==> config.mk <==
export PLATFORM = sky130hd
export DESIGN_NAME = syn_md_capture
export DESIGN_NICKNAME = d
export VERILOG_FILES = /design/src/rtl/syn_md_capture.sv
export SDC_FILE = /design/constraint.sdc
export NUM_CORES = 1
export LEC_CHECK = 0
export CORE_MARGIN = 5
export CORE_UTILIZATION = 50
export DETAILED_ROUTE_END_ITERATION = 8
export PLACE_DENSITY = 0.72
export SETUP_SLACK_MARGIN = 0.1
export SYNTH_ARGS = -nofsm -noshare
export SYNTH_HDL_FRONTEND = slang
export SYNTH_SLANG_ARGS = --single-unit
==> constraint.sdc <==
create_clock -name clk -period 5.3 [get_ports clk]
set_clock_uncertainty 0.15 [all_clocks]
set_input_delay 1.06 -clock clk [delete_from_list [all_inputs] [get_ports clk]]
set_output_delay 1.06 -clock clk [all_outputs]
set_load 0.01 [all_outputs]
==> src/rtl/syn_md_capture.sv <==
// -----------------------------------------------------------------------------
// syn_md_capture
//
// Purpose:
//   Takes the asynchronous sync/mode level produced by syn_md_combine into the
//   clk domain and turns it into something the NMR sequencer can trust:
//     1. two-flop synchroniser
//     2. glitch filter: a new level must be seen for FILT_LEN consecutive
//        synchronised cycles before it is accepted
//     3. rising-edge detection on the filtered level
//     4. rise-to-rise period measurement, lock tracking and loss-of-sync
//        (timeout) detection
//
// Optional feature (compile-time macro SYN_MD_HIGH_TIME_EN):
//   When defined, the filtered high duration is measured and reported on
//   high_time / high_vld at every falling edge. When undefined those ports
//   are tied to 0 and no high-time counter exists.
//
// Parameters:
//   FILT_LEN  cycles a new synchronised level must persist to be accepted (>=1)
//   CNT_W     width of the period counter and of period / high_time
//   LOCK_CNT  consecutive in-tolerance periods needed to assert locked (>=1)
//   TOL       largest |period(n) - period(n-1)| still counted as a match
//
// Ports:
//   clk          in   system clock
//   rst          in   synchronous reset, active-high
//   syn_md_temp  in   asynchronous sync/mode level
//   syn_md       out  synchronised, filtered level
//   rise_p       out  one-cycle pulse on each accepted rising edge of syn_md
//   period       out  clk cycles between the last two rise_p pulses
//   period_vld   out  one-cycle pulse, period updated this cycle
//   locked       out  sync period stable
//   no_sync      out  no valid sync (reset / timeout), cleared by next rise_p
//   high_time    out  filtered high duration in clk cycles (optional)
//   high_vld     out  one-cycle pulse, high_time updated (optional)
// -----------------------------------------------------------------------------
module syn_md_capture #(
   parameter int FILT_LEN = 4,
   parameter int CNT_W    = 24,
   parameter int LOCK_CNT = 4,
   parameter int TOL      = 8
) (
   input  logic             clk,
   input  logic             rst,
   input  logic             syn_md_temp,
   output logic             syn_md,
   output logic             rise_p,
   output logic [CNT_W-1:0] period,
   output logic             period_vld,
   output logic             locked,
   output logic             no_sync,
   output logic [CNT_W-1:0] high_time,
   output logic             high_vld
);

   // Counter widths; a width of at least 1 keeps FILT_LEN/LOCK_CNT == 1 legal.
   localparam int FILT_W = (FILT_LEN > 1) ? $clog2(FILT_LEN) : 1;
   localparam int LOCK_W = (LOCK_CNT > 1) ? $clog2(LOCK_CNT) : 1;

   localparam logic [FILT_W-1:0] FILT_LAST = FILT_W'(FILT_LEN - 1);
   localparam logic [LOCK_W-1:0] LOCK_LAST = LOCK_W'(LOCK_CNT - 1);
   localparam logic [CNT_W-1:0]  CNT_MAX   = {CNT_W{1'b1}};
   localparam logic [CNT_W-1:0]  CNT_ONE   = CNT_W'(1);
   localparam logic [CNT_W-1:0]  TOL_C     = CNT_W'(TOL);

   // ------------------------------------------------------------------------
   // Synchroniser: sync_reg[0] is the metastability catcher (s1),
   // sync_reg[1] is the first flop whose value the logic may use (s2).
   // ------------------------------------------------------------------------
   logic [1:0] sync_reg;
   logic       s2;

   always_ff @(posedge clk) begin
      if (rst) begin
         sync_reg <= 2'b00;
      end else begin
         sync_reg <= {sync_reg[0], syn_md_temp};
      end
   end

   assign s2 = sync_reg[1];

   // ------------------------------------------------------------------------
   // Glitch filter. filt_cnt counts how long s2 has disagreed with the
   // accepted level; any agreement restarts the count, so only an
   // uninterrupted run of FILT_LEN disagreeing samples flips syn_md.
   // ------------------------------------------------------------------------
   logic [FILT_W-1:0] filt_cnt_reg, filt_cnt_next;
   logic              syn_md_reg, syn_md_next;
   logic              rise_now;

   always_comb begin
      filt_cnt_next = filt_cnt_reg;
      syn_md_next   = syn_md_reg;
      if (s2 == syn_md_reg) begin
         filt_cnt_next = '0;
      end else if (filt_cnt_reg == FILT_LAST) begin
         syn_md_next   = s2;
         filt_cnt_next = '0;
      end else begin
         filt_cnt_next = filt_cnt_reg + 1'b1;
      end
   end

   // Rising edge of the filtered level is known combinationally, so rise_p
   // can be registered on the same edge at which syn_md goes high.
   assign rise_now = ~syn_md_reg & syn_md_next;

   always_ff @(posedge clk) begin
      if (rst) begin
         filt_cnt_reg <= '0;
         syn_md_reg   <= 1'b0;
      end else begin
         filt_cnt_reg <= filt_cnt_next;
         syn_md_reg   <= syn_md_next;
      end
   end

   // ------------------------------------------------------------------------
   // Period measurement and loss-of-sync detection.
   // per_cnt is loaded with 1 on a rise so that, at the next rise, it holds
   // exactly the number of clk cycles between the two rises. It saturates at
   // CNT_MAX; sitting saturated with no rise arriving is the timeout.
   // ------------------------------------------------------------------------
   logic [CNT_W-1:0] per_cnt_reg, per_cnt_next;
   logic [CNT_W-1:0] period_reg, period_next;
   logic             period_vld_reg, period_vld_next;
   logic             rise_p_reg;
   logic             armed_reg, armed_next;
   logic             no_sync_reg, no_sync_next;
   logic             per_sat;
   logic             timeout_now;

   assign per_sat     = (per_cnt_reg == CNT_MAX);
   // A rise in the saturated cycle is a legal (maximal) measurement, so the
   // rise wins over the timeout.
   assign timeout_now = per_sat & ~rise_now;

   always_comb begin
      per_cnt_next    = per_cnt_reg;
      period_next     = period_reg;
      period_vld_next = 1'b0;
      armed_next      = armed_reg;
      no_sync_next    = no_sync_reg;

      if (rise_now) begin
         per_cnt_next = CNT_ONE;
         // The first rise after reset/timeout only arms the measurement: there
         // is no earlier rise to measure against.
         if (armed_reg) begin
            period_next     = per_cnt_reg;
            period_vld_next = 1'b1;
         end
         armed_next   = 1'b1;
         no_sync_next = 1'b0;
      end else begin
         if (!per_sat) begin
            per_cnt_next = per_cnt_reg + 1'b1;
         end
         if (timeout_now) begin
            armed_next   = 1'b0;
            no_sync_next = 1'b1;
         end
      end
   end

   always_ff @(posedge clk) begin
      if (rst) begin
         per_cnt_reg    <= '0;
         period_reg     <= '0;
         period_vld_reg <= 1'b0;
         rise_p_reg     <= 1'b0;
         armed_reg      <= 1'b0;
         no_sync_reg    <= 1'b1;
      end else begin
         per_cnt_reg    <= per_cnt_next;
         period_reg     <= period_next;
         period_vld_reg <= period_vld_next;
         rise_p_reg     <= rise_now;
         armed_reg      <= armed_next;
         no_sync_reg    <= no_sync_next;
      end
   end

   // ------------------------------------------------------------------------
   // Lock tracking. Each new period is compared against the previous one.
   // The comparison uses the value being loaded into period this very edge
   // (per_cnt_reg), so locked changes together with period_vld.
   // ------------------------------------------------------------------------
   logic [CNT_W-1:0]  prev_reg, prev_next;
   logic              prev_vld_reg, prev_vld_next;
   logic [LOCK_W-1:0] lock_cnt_reg, lock_cnt_next;
   logic              locked_reg, locked_next;
   logic [CNT_W-1:0]  per_diff;
   logic              in_tol;

   assign per_diff = (per_cnt_reg >= prev_reg) ? (per_cnt_reg - prev_reg)
                                               : (prev_reg - per_cnt_reg);
   assign in_tol   = (per_diff <= TOL_C);

   always_comb begin
      prev_next     = prev_reg;
      prev_vld_next = prev_vld_reg;
      lock_cnt_next = lock_cnt_reg;
      locked_next   = locked_reg;

      if (period_vld_next) begin
         prev_next = per_cnt_reg;
         if (!prev_vld_reg) begin
            prev_vld_next = 1'b1;
         end else if (in_tol) begin
            // lock_cnt stops at LOCK_LAST; further matches just hold lock.
            if (lock_cnt_reg == LOCK_LAST) begin
               locked_next = 1'b1;
            end else begin
               lock_cnt_next = lock_cnt_reg + 1'b1;
            end
         end else begin
            lock_cnt_next = '0;
            locked_next   = 1'b0;
         end
      end else if (timeout_now) begin
         prev_vld_next = 1'b0;
         lock_cnt_next = '0;
         locked_next   = 1'b0;
      end
   end

   always_ff @(posedge clk) begin
      if (rst) begin
         prev_reg     <= '0;
         prev_vld_reg <= 1'b0;
         lock_cnt_reg <= '0;
         locked_reg   <= 1'b0;
      end else begin
         prev_reg     <= prev_next;
         prev_vld_reg <= prev_vld_next;
         lock_cnt_reg <= lock_cnt_next;
         locked_reg   <= locked_next;
      end
   end

   // ------------------------------------------------------------------------
   // High-time measurement (optional).
   // ------------------------------------------------------------------------
`ifdef SYN_MD_HIGH_TIME_EN
   logic [CNT_W-1:0] hi_cnt_reg, hi_cnt_next;
   logic [CNT_W-1:0] high_time_reg, high_time_next;
   logic             high_vld_reg, high_vld_next;
   logic             fall_now;

   assign fall_now = syn_md_reg & ~syn_md_next;

   always_comb begin
      hi_cnt_next    = hi_cnt_reg;
      high_time_next = high_time_reg;
      high_vld_next  = 1'b0;

      // Loaded with 1 on the rise, so at the fall it equals the number of
      // cycles syn_md was high.
      if (rise_now) begin
         hi_cnt_next = CNT_ONE;
      end else if (syn_md_reg && (hi_cnt_reg != CNT_MAX)) begin
         hi_cnt_next = hi_cnt_reg + 1'b1;
      end

      // Only report highs that began with a rise seen since reset/timeout.
      if (fall_now && armed_reg) begin
         high_time_next = hi_cnt_reg;
         high_vld_next  = 1'b1;
      end
   end

   always_ff @(posedge clk) begin
      if (rst) begin
         hi_cnt_reg    <= '0;
         high_time_reg <= '0;
         high_vld_reg  <= 1'b0;
      end else begin
         hi_cnt_reg    <= hi_cnt_next;
         high_time_reg <= high_time_next;
         high_vld_reg  <= high_vld_next;
      end
   end

   assign high_time = high_time_reg;
   assign high_vld  = high_vld_reg;
`else
   assign high_time = '0;
   assign high_vld  = 1'b0;
`endif

   // ------------------------------------------------------------------------
   // Outputs
   // ------------------------------------------------------------------------
   assign syn_md     = syn_md_reg;
   assign rise_p     = rise_p_reg;
   assign period     = period_reg;
   assign period_vld = period_vld_reg;
   assign locked     = locked_reg;
   assign no_sync    = no_sync_reg;

endmodule

==> impl_metrics.env <==
export IMPL_syn_area_per_cell_um2=7.55
export IMPL_relSlewSlack_pct=20.6
export IMPL_crit_type="flop to flop"
export IMPL_synth_top_cell_area_share_pct=22.9
export IMPL_synth_area_mm2=0.00533
export IMPL_utilization_pct=55.1
export IMPL_row_count=37
export IMPL_cts_setup_buffers=0
export IMPL_core_mm2=0.0104
export IMPL_max_cap_violations=0
export IMPL_synthFlopType="dfxtp_1"
export IMPL_finalHoldViolations=0
export IMPL_gp_congestion=0.951
export IMPL_cts_tree="yes"
export IMPL_cts_resized=0
export IMPL_first_pass_iters=5
export IMPL_yosysTopAreaCell="dfxtp_1"
export IMPL_multi_input_area_mm2=0.00359
export IMPL_portBuffers=31
export IMPL_power_leakage_uw=0.00227
export IMPL_timing_rr_start="period[2]"
export IMPL_cts_clk_slew_worst_paths_ns=0.08
export IMPL_cp_end_kind="flop"
export IMPL_post_drt_wl_per_cell_um=17.4
export IMPL_grt_setup_unrepaired="no"
export IMPL_yosysUniqueCellTypes=83
export IMPL_setup_tns_ns=0
export IMPL_seqCellArea_mm2=0.00122
export IMPL_dp_slack_ns=1.20
export IMPL_setup_viol=0
export IMPL_fin_nets=769
export IMPL_die_w_um=113
export IMPL_tightest_slew_ns=1.19
export IMPL_cts_buffers=9
export IMPL_initial_core_util_pct=51.4
export IMPL_critPathMaxFanout=19
export IMPL_async_flop_share_pct=0
export IMPL_critPathLaunch="period[2]"
export IMPL_postRouteAntennaNets=0
export IMPL_fp_dieH_um=113
export IMPL_status="complete, no violations"
export IMPL_grt_first_pass_wirelength_um=24000
export IMPL_max_freq_mhz=238
export IMPL_grt_pass1_vias=4621
export IMPL_required_ns=5.43
export IMPL_hpwl_um=11300
export IMPL_post_route_drc_count=0
export IMPL_synthToLayoutAreaGrowth_pct=7.19
export IMPL_worst_slack_ns=1.09
export IMPL_layout_commonest_cell="nand2_1"
export IMPL_hold_class="flop to flop"
export IMPL_finalMaxSlewViolations=0
export IMPL_wl_um=14900
export IMPL_regToRegSetupSlack_ns=1.09
export IMPL_netlist_instances=706
export IMPL_yosysSeqAreaShare_pct=22.9
export IMPL_post_route_period_util_pct=79.3
export IMPL_powerDensity_mw_per_mm2=197
export IMPL_diodes=0
export IMPL_cp_start_kind="flop"
export IMPL_layout_common_cells="nand2_1, a21oi_1, dfxtp_1, inv_1, nor2_1"
export IMPL_clockRootBuffer="clkbuf_8"
export IMPL_ys_top_cells_by_area="dfxtp_1, ha_1, a21oi_1, nand2_1, xnor2_1"
export IMPL_clock_latency_ns=0.37
export IMPL_hp_start="filt_cnt_reg[0]"
export IMPL_period_needed_ns=4.21
export IMPL_synth_edf_count=0
export IMPL_yosysWarningCount=0
export IMPL_cp_data_arrival_time_ns=4.34
export IMPL_antenna_found_initial=0
export IMPL_grt_max_degree=38
export IMPL_drive_gt1_share_pct=6.66
export IMPL_h_tree_depth=3
export IMPL_vias_per_cell=5.82
export IMPL_vias=4988
export IMPL_grt_overflow=0
export IMPL_yosys_register_bits=61
export IMPL_io_pins=57
export IMPL_drt_iter0_drc=490
export IMPL_postCtsHoldBufs=0
export IMPL_dieArea_mm2=0.0128
export IMPL_cts_buffer_depth=2
export IMPL_clock_sink_count=61
export IMPL_ir_worst_vdd_mv=0.142
export IMPL_fillers=1002
export IMPL_grt_util_all_layers_pct=23.3
==> final timing paths <==
kind | end | cells past startpoint
setup reg to reg | locked | 13
hold reg to reg | filt_cnt_reg[0] | 1
setup / recovery | locked | 13
hold / removal | filt_cnt_reg[0] | 1
==> worst max-delay path, stage by stage (launching register included) <==
cell and delay (ns):
dfxtp_1 0.38, inv_1 0.06, ha_1 0.42, a211o_1 0.34, a31oi_1 0.21, o221ai_1 0.28, a31oi_1 0.42, nand2_2 0.37
mux2i_1 0.28, xnor2_1 0.13, a2111oi_4 0.37, and4_1 0.33, nand3_1 0.13, a211oi_2 0.24
==> where the power goes <==
group,switching [uW],internal [uW],leakage [uW]
registers,3.13,461,0.000492
logic,135,88.9,0.00168
clock network,219,219,0.000100
==> cells in the mapped netlist (3+ instances only) <==
master	n
a21o_1	13
a21oi_1	85
a31oi_1	11
and2_1	4
and3_1	5
and4_1	3
buf_2	7
buf_4	26
buf_6	3
clkbuf_1	17
clkbuf_8	4
dfxtp_1	61
ha_1	50
inv_1	54
mux2i_1	7
nand2_1	94
nand2b_1	6
nand3_1	19
nand4_1	9
nor2_1	52
nor2b_1	6
nor3_1	10
nor3b_1	4
nor4_1	4
nor4_2	3
o2111ai_1	5
o211ai_1	6
o21a_1	5
o21ai_0	21
o21bai_1	6
o221ai_1	3
or2_2	4
or3_1	6
xnor2_1	29
xor2_1	6
==> cell type report <==
type                    count  area share [%]
multi-input cells         556            62.8
clock buffers               9            2.17
repair buffers             34            5.83
inverters                  54            3.55
well taps                 136            2.98
flip-flops and latches     61            21.4
clock inverters             7            1.29
==> per-layer routing <==
layer | track usage (%) | wire length (um) | vias to the layer above | share of wire [%]
met4 | 6.09 | 212 | 0 | 1.4
li1 | - | - | 2435 | -
met5 | 0 | 0 | - | 0
met1 | 33.4 | 6940 | 2327 | 47
met2 | 36.2 | 6570 | 205 | 44
met3 | 4.01 | 1150 | 21 | 7.7
==> per-stage QoR <==
stage          cell area (um^2)  total power [uW]  cells  hold WS (ns)
6_report                   5710              1130    857         0.267
5_1_grt                    5710              1180    857         0.311
4_1_cts                    5710              1120    857         0.272
3_5_place_dp               5510               691    841         0.261
3_3_place_gp               5510               692    841         0.254
2_1_floorplan              5420               663    730         0.247
==> logic make-up after synthesis <==
| family | share of synthesized area [%] |
|---|---|
| AND/OR/NAND/NOR | 22.7 |
| buffers and inverters | 11.5 |
| multiplexers | 1.74 |
| AO/OA/AOI/OAI | 23.6 |
| XOR/XNOR | 5.75 |
| other | 0.0704 |
| adder cells (fa/ha/maj) | 11.7 |
| flip-flops | 22.9 |
No activity file was read; power rests on OpenSTA's default activity.
